--- src/rtl/ones_pkg.sv ---
// Shared definitions for the ones-count pipeline (CountOnes and ones_frame_accum).
// Holds the per-byte ones-count width, the clamp level, the accumulator
// state encoding and the clamp helper.
package ones_pkg;

    // Width of a per-byte ones count and the largest legal count for a byte.
    localparam int ONES_W   = 5;
    localparam int MAX_ONES = 8;

    typedef enum logic [1:0] {
        RESET_WAIT = 2'd0,
        ACCUM      = 2'd1,
        HOLD       = 2'd2
    } accum_state_e;

    // A byte cannot hold more than 8 ones; anything above that is clamped to 8.
    function automatic logic [ONES_W-1:0] sat_ones(input logic [ONES_W-1:0] ones);
        return (ones > ONES_W'(MAX_ONES)) ? ONES_W'(MAX_ONES) : ones;
    endfunction

endpackage

--- src/rtl/ones_frame_accum.sv ---
// ones_frame_accum: sums per-byte ones counts over a frame of up to FRAME_LEN
// bytes and presents the total and byte count on a valid/ready output.
// Optional feature macro: ONES_ACCUM_THRESH_EN adds the thresh input and the
// registered out_over flag (frame total strictly greater than thresh).
module ones_frame_accum
    import ones_pkg::*;
#(
    parameter int FRAME_LEN = 16,
    parameter int SUM_W     = 12
) (
    input  logic              clk,
    input  logic              rst_n,
    input  logic              in_valid,
    output logic              in_ready,
    input  logic [ONES_W-1:0] in_ones,
    input  logic              in_last,
    output logic              out_valid,
    input  logic              out_ready,
    output logic [SUM_W-1:0]  out_sum,
    output logic [7:0]        out_count
`ifdef ONES_ACCUM_THRESH_EN
    ,
    input  logic [SUM_W-1:0]  thresh,
    output logic              out_over
`endif
);

    accum_state_e     state_q, state_d;
    logic [SUM_W-1:0] acc_q, acc_d;
    logic [7:0]       cnt_q, cnt_d;
    logic [SUM_W-1:0] out_sum_q, out_sum_d;
    logic [7:0]       out_count_q, out_count_d;
    logic             in_ready_q;
    logic             out_valid_q;

    logic             xfer;
    logic             close;
    logic [SUM_W-1:0] acc_sum;
    logic [7:0]       cnt_inc;

    assign xfer    = in_valid && in_ready_q;
    assign acc_sum = acc_q + SUM_W'(sat_ones(in_ones));
    assign cnt_inc = cnt_q + 8'd1;
    // A byte that fills the frame and also carries in_last is still one close.
    assign close   = xfer && ((cnt_inc == 8'(FRAME_LEN)) || in_last);

    // Next-state logic: leave reset wait on the first edge, close into HOLD,
    // return to ACCUM once the consumer takes the result.
    always_comb begin
        state_d = state_q;
        case (state_q)
            RESET_WAIT: state_d = ACCUM;
            ACCUM:      if (close) state_d = HOLD;
            HOLD:       if (out_valid_q && out_ready) state_d = ACCUM;
            default:    state_d = RESET_WAIT;
        endcase
    end

    // Accumulator and result capture; the closing byte goes straight into the result.
    always_comb begin
        acc_d       = acc_q;
        cnt_d       = cnt_q;
        out_sum_d   = out_sum_q;
        out_count_d = out_count_q;
        if (xfer) begin
            if (close) begin
                acc_d       = '0;
                cnt_d       = '0;
                out_sum_d   = acc_sum;
                out_count_d = cnt_inc;
            end else begin
                acc_d = acc_sum;
                cnt_d = cnt_inc;
            end
        end
    end

    // State, datapath and handshake flops; handshakes are decoded from the next state
    // so every output comes straight from a register.
    always_ff @(posedge clk or negedge rst_n) begin
        if (!rst_n) begin
            state_q     <= RESET_WAIT;
            acc_q       <= '0;
            cnt_q       <= '0;
            out_sum_q   <= '0;
            out_count_q <= '0;
            in_ready_q  <= 1'b0;
            out_valid_q <= 1'b0;
        end else begin
            state_q     <= state_d;
            acc_q       <= acc_d;
            cnt_q       <= cnt_d;
            out_sum_q   <= out_sum_d;
            out_count_q <= out_count_d;
            in_ready_q  <= (state_d == ACCUM);
            out_valid_q <= (state_d == HOLD);
        end
    end

    assign in_ready  = in_ready_q;
    assign out_valid = out_valid_q;
    assign out_sum   = out_sum_q;
    assign out_count = out_count_q;

`ifdef ONES_ACCUM_THRESH_EN
    logic over_q;

    // Threshold flag is sampled with the result and held alongside it.
    always_ff @(posedge clk or negedge rst_n) begin
        if (!rst_n) begin
            over_q <= 1'b0;
        end else if (close) begin
            over_q <= (acc_sum > thresh);
        end
    end

    assign out_over = over_q;
`endif

endmodule
--- config.mk ---
export PLATFORM = sky130hd
export DESIGN_NAME = ones_frame_accum
export DESIGN_NICKNAME = d
export VERILOG_FILES = /design/src/rtl/ones_pkg.sv /design/src/rtl/ones_frame_accum.sv
export SDC_FILE = /design/constraint.sdc
export NUM_CORES = 1
export LEC_CHECK = 0
export ABC_AREA = 1
export BUFFER_PORTS_ARGS = -buffer_cell sky130_fd_sc_hd__buf_2
export CAP_MARGIN = 40
export CORE_MARGIN = 4
export CORE_UTILIZATION = 35
export DETAILED_ROUTE_END_ITERATION = 10
export SLEW_MARGIN = 20
export SYNTH_ARGS = -nofsm -noshare
export SYNTH_HDL_FRONTEND = slang
export SYNTH_SLANG_ARGS = --single-unit
--- constraint.sdc ---
create_clock -name clk -period 2.25 [get_ports clk]
set_input_delay 0 -clock clk [delete_from_list [all_inputs] [get_ports clk]]
set_output_delay 0 -clock clk [all_outputs]
set_load 0.01 [all_outputs]
== Word level (Yosys, flattened, before mapping) ==
Index checks and enable logic that the tools add are counted.

* Output and inout bits: 22
* Input bits: 10
* Register bits: 44
* Logic and storage cells: 27

* Mux-type cells: 6
* Equality and inequality tests: 5
* Order comparisons: 1
* Reductions and logical operators: 6
* Add/subtract/negate cells: 2

{| class="wikitable"
|+ Operators with widths
! kind !! count
|-
| adder 12 x 5 -> 12 bit || 1
|-
| 2-to-1 mux 12 bit || 1
|-
| adder 8 x 1 -> 8 bit, second input constant || 1
|-
| equality test 8 x 5 -> 1 bit, second input constant || 1
|-
| 2-to-1 mux 8 bit || 1
|-
| one-hot mux 2 bit (3 select lines) || 1
|-
| > comparator 5 x 4 -> 1 bit, second input constant || 1
|-
| 2-to-1 mux 5 bit || 1
|-
| equality test 2 x 1 -> 1 bit, second input constant || 2
|-
| equality test 2 bit, second input constant || 2
|-
| 2-to-1 mux 2 bit || 2
|-
| logical AND 1 bit || 3
|-
| zero test 2 bit || 1
|-
| AND reduction 2 bit || 1
|-
| logical OR 1 bit || 1
|}

== Depth between registers and ports, before layout ==
* Depth after elaboration: 7
* Gate-level depth with buffers: 14
* Gate-level depth less buffers: 14

== Worst setup path before layout ==
Ideal clock, no wire load.

* Path type: register to register
* Start: register acc_q[0]
* End: register out_sum_q[10] (netlist: out_sum[10])
* Period minus slack after synthesis: 1.705 ns
* Slack: 0.545 ns
* Data required time: 2.133 ns
* Cell stages (with the launch flop): 11
* Setup time: 0.117 ns
* Path buffers: 0
* Data arrival time: 1.588 ns
* Cells stage by stage: dfrtp_1 > ha_1 > fa_1 > nand3_1 > nand3_1 > nand2_1 > nand2_1 > nand3b_1 > nand2_1 > nand3_1 > nand2_1

* Longest elaborated chain between the ends: 1

{| class="wikitable"
|+ RTL lines
! item !! RTL line !! source
|-
| start, declared || ones_frame_accum.sv:29 || <nowiki>logic [SUM_W-1:0] acc_q, acc_d;</nowiki>
|-
| start signal, assigned || ones_frame_accum.sv:83 || <nowiki>acc_q <= '0;</nowiki>
|-
| start signal, assigned || ones_frame_accum.sv:91 || <nowiki>acc_q <= acc_d;</nowiki>
|-
| adder 12 x 5 -> 12 bit || ones_frame_accum.sv:42 || <nowiki>assign acc_sum = acc_q + SUM_W'(sat_ones(in_ones));</nowiki>
|-
| end signal, assigned || ones_frame_accum.sv:93 || <nowiki>out_sum_q <= out_sum_d;</nowiki>
|-
| end, declared || ones_frame_accum.sv:31 || <nowiki>logic [SUM_W-1:0] out_sum_q, out_sum_d;</nowiki>
|}

Every way passes these cells.
A chain may end at the register's enable or synchronous reset.

== Worst setup path in the final report ==
* Start: register cnt_q[0]
* End: register state_q[0]

* Longest elaborated chain between the ends: 6

{| class="wikitable"
|+ RTL lines
! item !! RTL line !! source
|-
| start, declared || ones_frame_accum.sv:30 || <nowiki>logic [7:0] cnt_q, cnt_d;</nowiki>
|-
| start signal, assigned || ones_frame_accum.sv:92 || <nowiki>cnt_q <= cnt_d;</nowiki>
|-
| adder 8 x 1 -> 8 bit || ones_frame_accum.sv:43 || <nowiki>assign cnt_inc = cnt_q + 8'd1;</nowiki>
|-
| equality test 8 x 5 -> 1 bit || ones_frame_accum.sv:45 || <nowiki>assign close = xfer && ((cnt_inc == 8'(FRAME_LEN)) || in_last);</nowiki>
|-
| logical OR 1 bit || ones_frame_accum.sv:45 ||
|-
| logical AND 1 bit || ones_frame_accum.sv:45 ||
|-
| 2-to-1 mux 2 bit || ones_frame_accum.sv:53 || <nowiki>ACCUM: if (close) state_d = HOLD;</nowiki>
|-
| one-hot mux 2 bit (3 select lines) || ones_frame_accum.sv:51 || <nowiki>case (state_q)</nowiki>
|-
| net state_d[0] || ones_frame_accum.sv:28 || <nowiki>accum_state_e state_q, state_d;</nowiki>
|-
| end signal, assigned || ones_frame_accum.sv:90 || <nowiki>state_q <= state_d;</nowiki>
|-
| end, declared || ones_frame_accum.sv:28 ||
|}

The timed path passes the listed nets, and every way through them passes these cells.

==> key figures <==
Status
  • Outcome: finished, final reports clean

Clock tree
  • CTS clk-pin slew, worst paths: 0.09 ns
  • Maximum root-to-sink buffer count: 2
  • Clk root buf: clkbuf_8
  • Clk sink count: 44
  • TritonCTS Buffers: 5
  • Htree depth: 2
  • Post-CTS Setup Inserts: 0
  • CTS tree: yes
  • Clock latency on the worst-skew pair: 0.30 ns

Power
  • P_leak: around 1.6 nW
  • Power per cell area: about 890 mW/mm2
  • VDD IR max: 0.351 mV

Logic synthesis
  • Synth Area per Inst: ~7.4 um2
  • Synthesized instance count: 332
  • Yosys reg bits: 44
  • Sequential-to-total area share from yosys stat: about 45%
  • Post-synthesis cell type count: 24
  • Syn nets: between 300 and 400
  • Post-Syn Area: 0.00246 mm2
  • Ys Warns: 0

Detailed routing
  • DR pass1 iterations: 5
  • Vias: between 2000 and 2500
  • Final ANT Viol Nets: 0
  • Routed WL: 5.56 mm
  • Residual DRC count: 0
  • Vias/cell: around 4.8
  • Routed len/inst: around 12 um
  • Starting DRC count in detailed routing: between 100 and 150

Global route
  • Gr ovfl total: 0
  • Vias in the first global route: roughly 2000
  • Global-route layer with the greatest usage: met2
  • Total track usage: between 10% and 20%
  • Antenna violations before repair: 0
  • First-pass GRT wire length: approximately 9.7 mm
  • Largest net degree at the start of global routing: 24
  • GR met1 Demand/Resource: between 20% and 30%
  • Fraction of met2 tracks used by global routing: 21.1%
  • Routing usage on met3: between 2 and 2.5%

STA
  • RSZ-0062 raised after global routing: false
  • Worst hold margin: about 0.21 ns
  • Fmax: approximately 510 MHz
  • Slew margin rel.: between 50% and 60%
  • Final setup TNS: 0 ns
  • Final Max Tran Viols: 0
  • Final critical-path required period: 1.97 ns
  • Fin. Hold Viols: 0
  • Clock Skew: about 0.0070 ns
  • Final Cycle Share: approximately 87%
  • Worst Tran Pin Value: approximately 0.62 ns
  • # setup viols final: 0

Final layout
  • Filler cell count: around 710
  • Register Area: approximately 0.0011 mm2
  • Number of diodes: 0
  • Share of cells above drive strength 1: about 14%
  • Area occupied by multi-input gates: 0.00117 mm2
  • Area delta synth->final: 16.5%
  • Post-layout nets: 382

Placement
  • Detail Placement HPWL: approximately 4 mm
  • Port Buffers: 31
  • GPL Wtd Cong: 0.836

Worst setup path
  • Crit-path max cell delay: ~0.46 ns
  • Setup crit start kind: register
  • Crit path arrival time: roughly 2.2 ns
  • Kind of critical path: reg2reg
  • Req. time, crit path: 2.45 ns
  • Critical Path Slowest Stage Cell: dfrtp_1
  • Crit Path Max Fanout: 22
  • Most Frequent Cell on Critical Path: nand2_1
  • Worst path cell trace: ha_1 -> nand3_1 -> nand2_1 -> nand2_1 -> nand3_1 -> nor2_1 -> nand2_2 -> nand2_8 -> nand2_4 -> nand2_1 -> nand2_1
  • Crit path capture type: register

Floorplan
  • DIE AREA: ~0.0084 mm2
  • Height of the die: around 92 um
  • Placeable Area: slightly below 0.007 mm2
  • Die W: 91.8 um
  • IO Count: 32
  • Row count: 30
  • Starting Density: 36.2%

Min path
  • Classification of the worst-slack hold path: in2async

Job
  • MaxCap Viol Count: 0
## area by class of cell
cell class	count	share of cell area (%)
multi-input combinational	245	40.9
clock inverter	2	1.35
sequential	44	38.5
clock buffer	6	2.88
tap	96	4.20
timing repair buffer	39	8.39
inverter	29	3.80
## cell usage in the layout (no fill, tap or decap)
cell type      count
a21oi_1            3
buf_2             31
fa_1               1
nand3_2            1
buf_16             1
clkinv_4           1
clkinv_1           1
or2_2              1
nand2_1          145
xor2_1             3
nand4_1           23
buf_4              5
nand3_1           36
nand2_4            1
nor2_1            15
ha_1               7
inv_2              1
dlygate4sd3_1      2
nand2_2            1
inv_1             27
bufinv_16          1
conb_1             1
nor3b_1            2
dfrtp_1           44
clkbuf_8           6
nand2_8            1
o21ai_1            2
nand3b_1           2
## synth_stat cells (all sizes together)
master  number  share of area [%]
a21oi        3               0.61
buf          8                2.5
clkbuf       6               0.92
clkinv       1               0.15
conb         1               0.15
dfrtp       44                 45
fa           1               0.81
ha           7                3.6
inv         28                4.3
nand2      148                 23
nand3       37                7.7
nand3b       2               0.61
nand4       23                5.9
nor2        15                2.3
nor3b        2               0.61
o21ai        2               0.41
or2          1               0.25
xor2         3                1.1
## critical path, delay by kind of cell (launching register included)
kind	cells	cell delay, ns
adder cells (fa/ha/maj)	1	0.28
flip-flops	1	0.46
AND/OR/NAND/NOR	10	1.13
## per-layer routing
metal	wire (um)	vias up
met5	0	-
li1	-	1126
met1	2780	993
met2	2340	71
met4	73	0
met3	367	6
## worst paths after layout
path	start	endpoint	slack, ns	cells past startpoint
min reg2reg	out_sum[3]	out_sum[3]	0.47	2
max reg2reg	cnt_q[0]	state_q[0]	0.28	11
max	cnt_q[0]	state_q[0]	0.28	11
max in group asynchronous	rst_n	out_valid	1.54	3
min	rst_n	cnt_q[5]	0.21	2
min in group clk	in_valid	cnt_q[3]	0.23	5
## state kept, by name (all words and copies together) (netlist names)
| register | cells |
|---|---|
| out_valid | 1 |
| out_count | 8 |
| in_ready | 1 |
| out_sum | 12 |
| cnt_q | 8 |
| state_q | 2 |
| acc_q | 12 |
## cell families (layout without fill, tap and decap cells)
| family | Yosys count | in the layout | share of synthesized area, % |
|---|---|---|---|
| xor gates and xnor gates | 3 | 3 | 1.07 |
| DFF | 44 | 44 | 44.8 |
| AOI/OAI and AO/OA | 5 | 5 | 1.02 |
| other | 1 | 1 | 0.153 |
| adders and majority gates | 8 | 8 | 4.38 |
| and+or+nand+nor | 228 | 228 | 40.7 |
| buffers and inverters | 43 | 76 | 7.89 |
## power breakdown
group | switching [mW] | internal (mW)
clock network | 0.294 | 0.363
registers | 0.130 | 0.964
logic | 0.509 | 0.286
total | 0.933 | 1.61
## metrics by stage
stage / util, % / setup slack [ns] / instances / power, mW / instance area (um2)
global route: 42.1 / 0.0672 / 461 / 2.73 / 2860
finish: 42.1 / 0.283 / 461 / 2.55 / 2860
detailed placement: 39.9 / 0.248 / 451 / 1.90 / 2710
floorplan: - / 0.545 / 332 / 1.63 / 2460
global placement: 39.5 / 0.306 / 450 / 1.89 / 2690
CTS: 42.0 / 0.214 / 461 / 2.57 / 2850
## repair_timing
action / 4_1_cts / 5_1_grt
gates resized for setup: 0 / 1
hold buffers: 2 / 0
endpoints found under the hold margin: 23 / 0
setup endpoints to repair: 0 / 4
No activity file was read; power rests on OpenSTA's default activity.
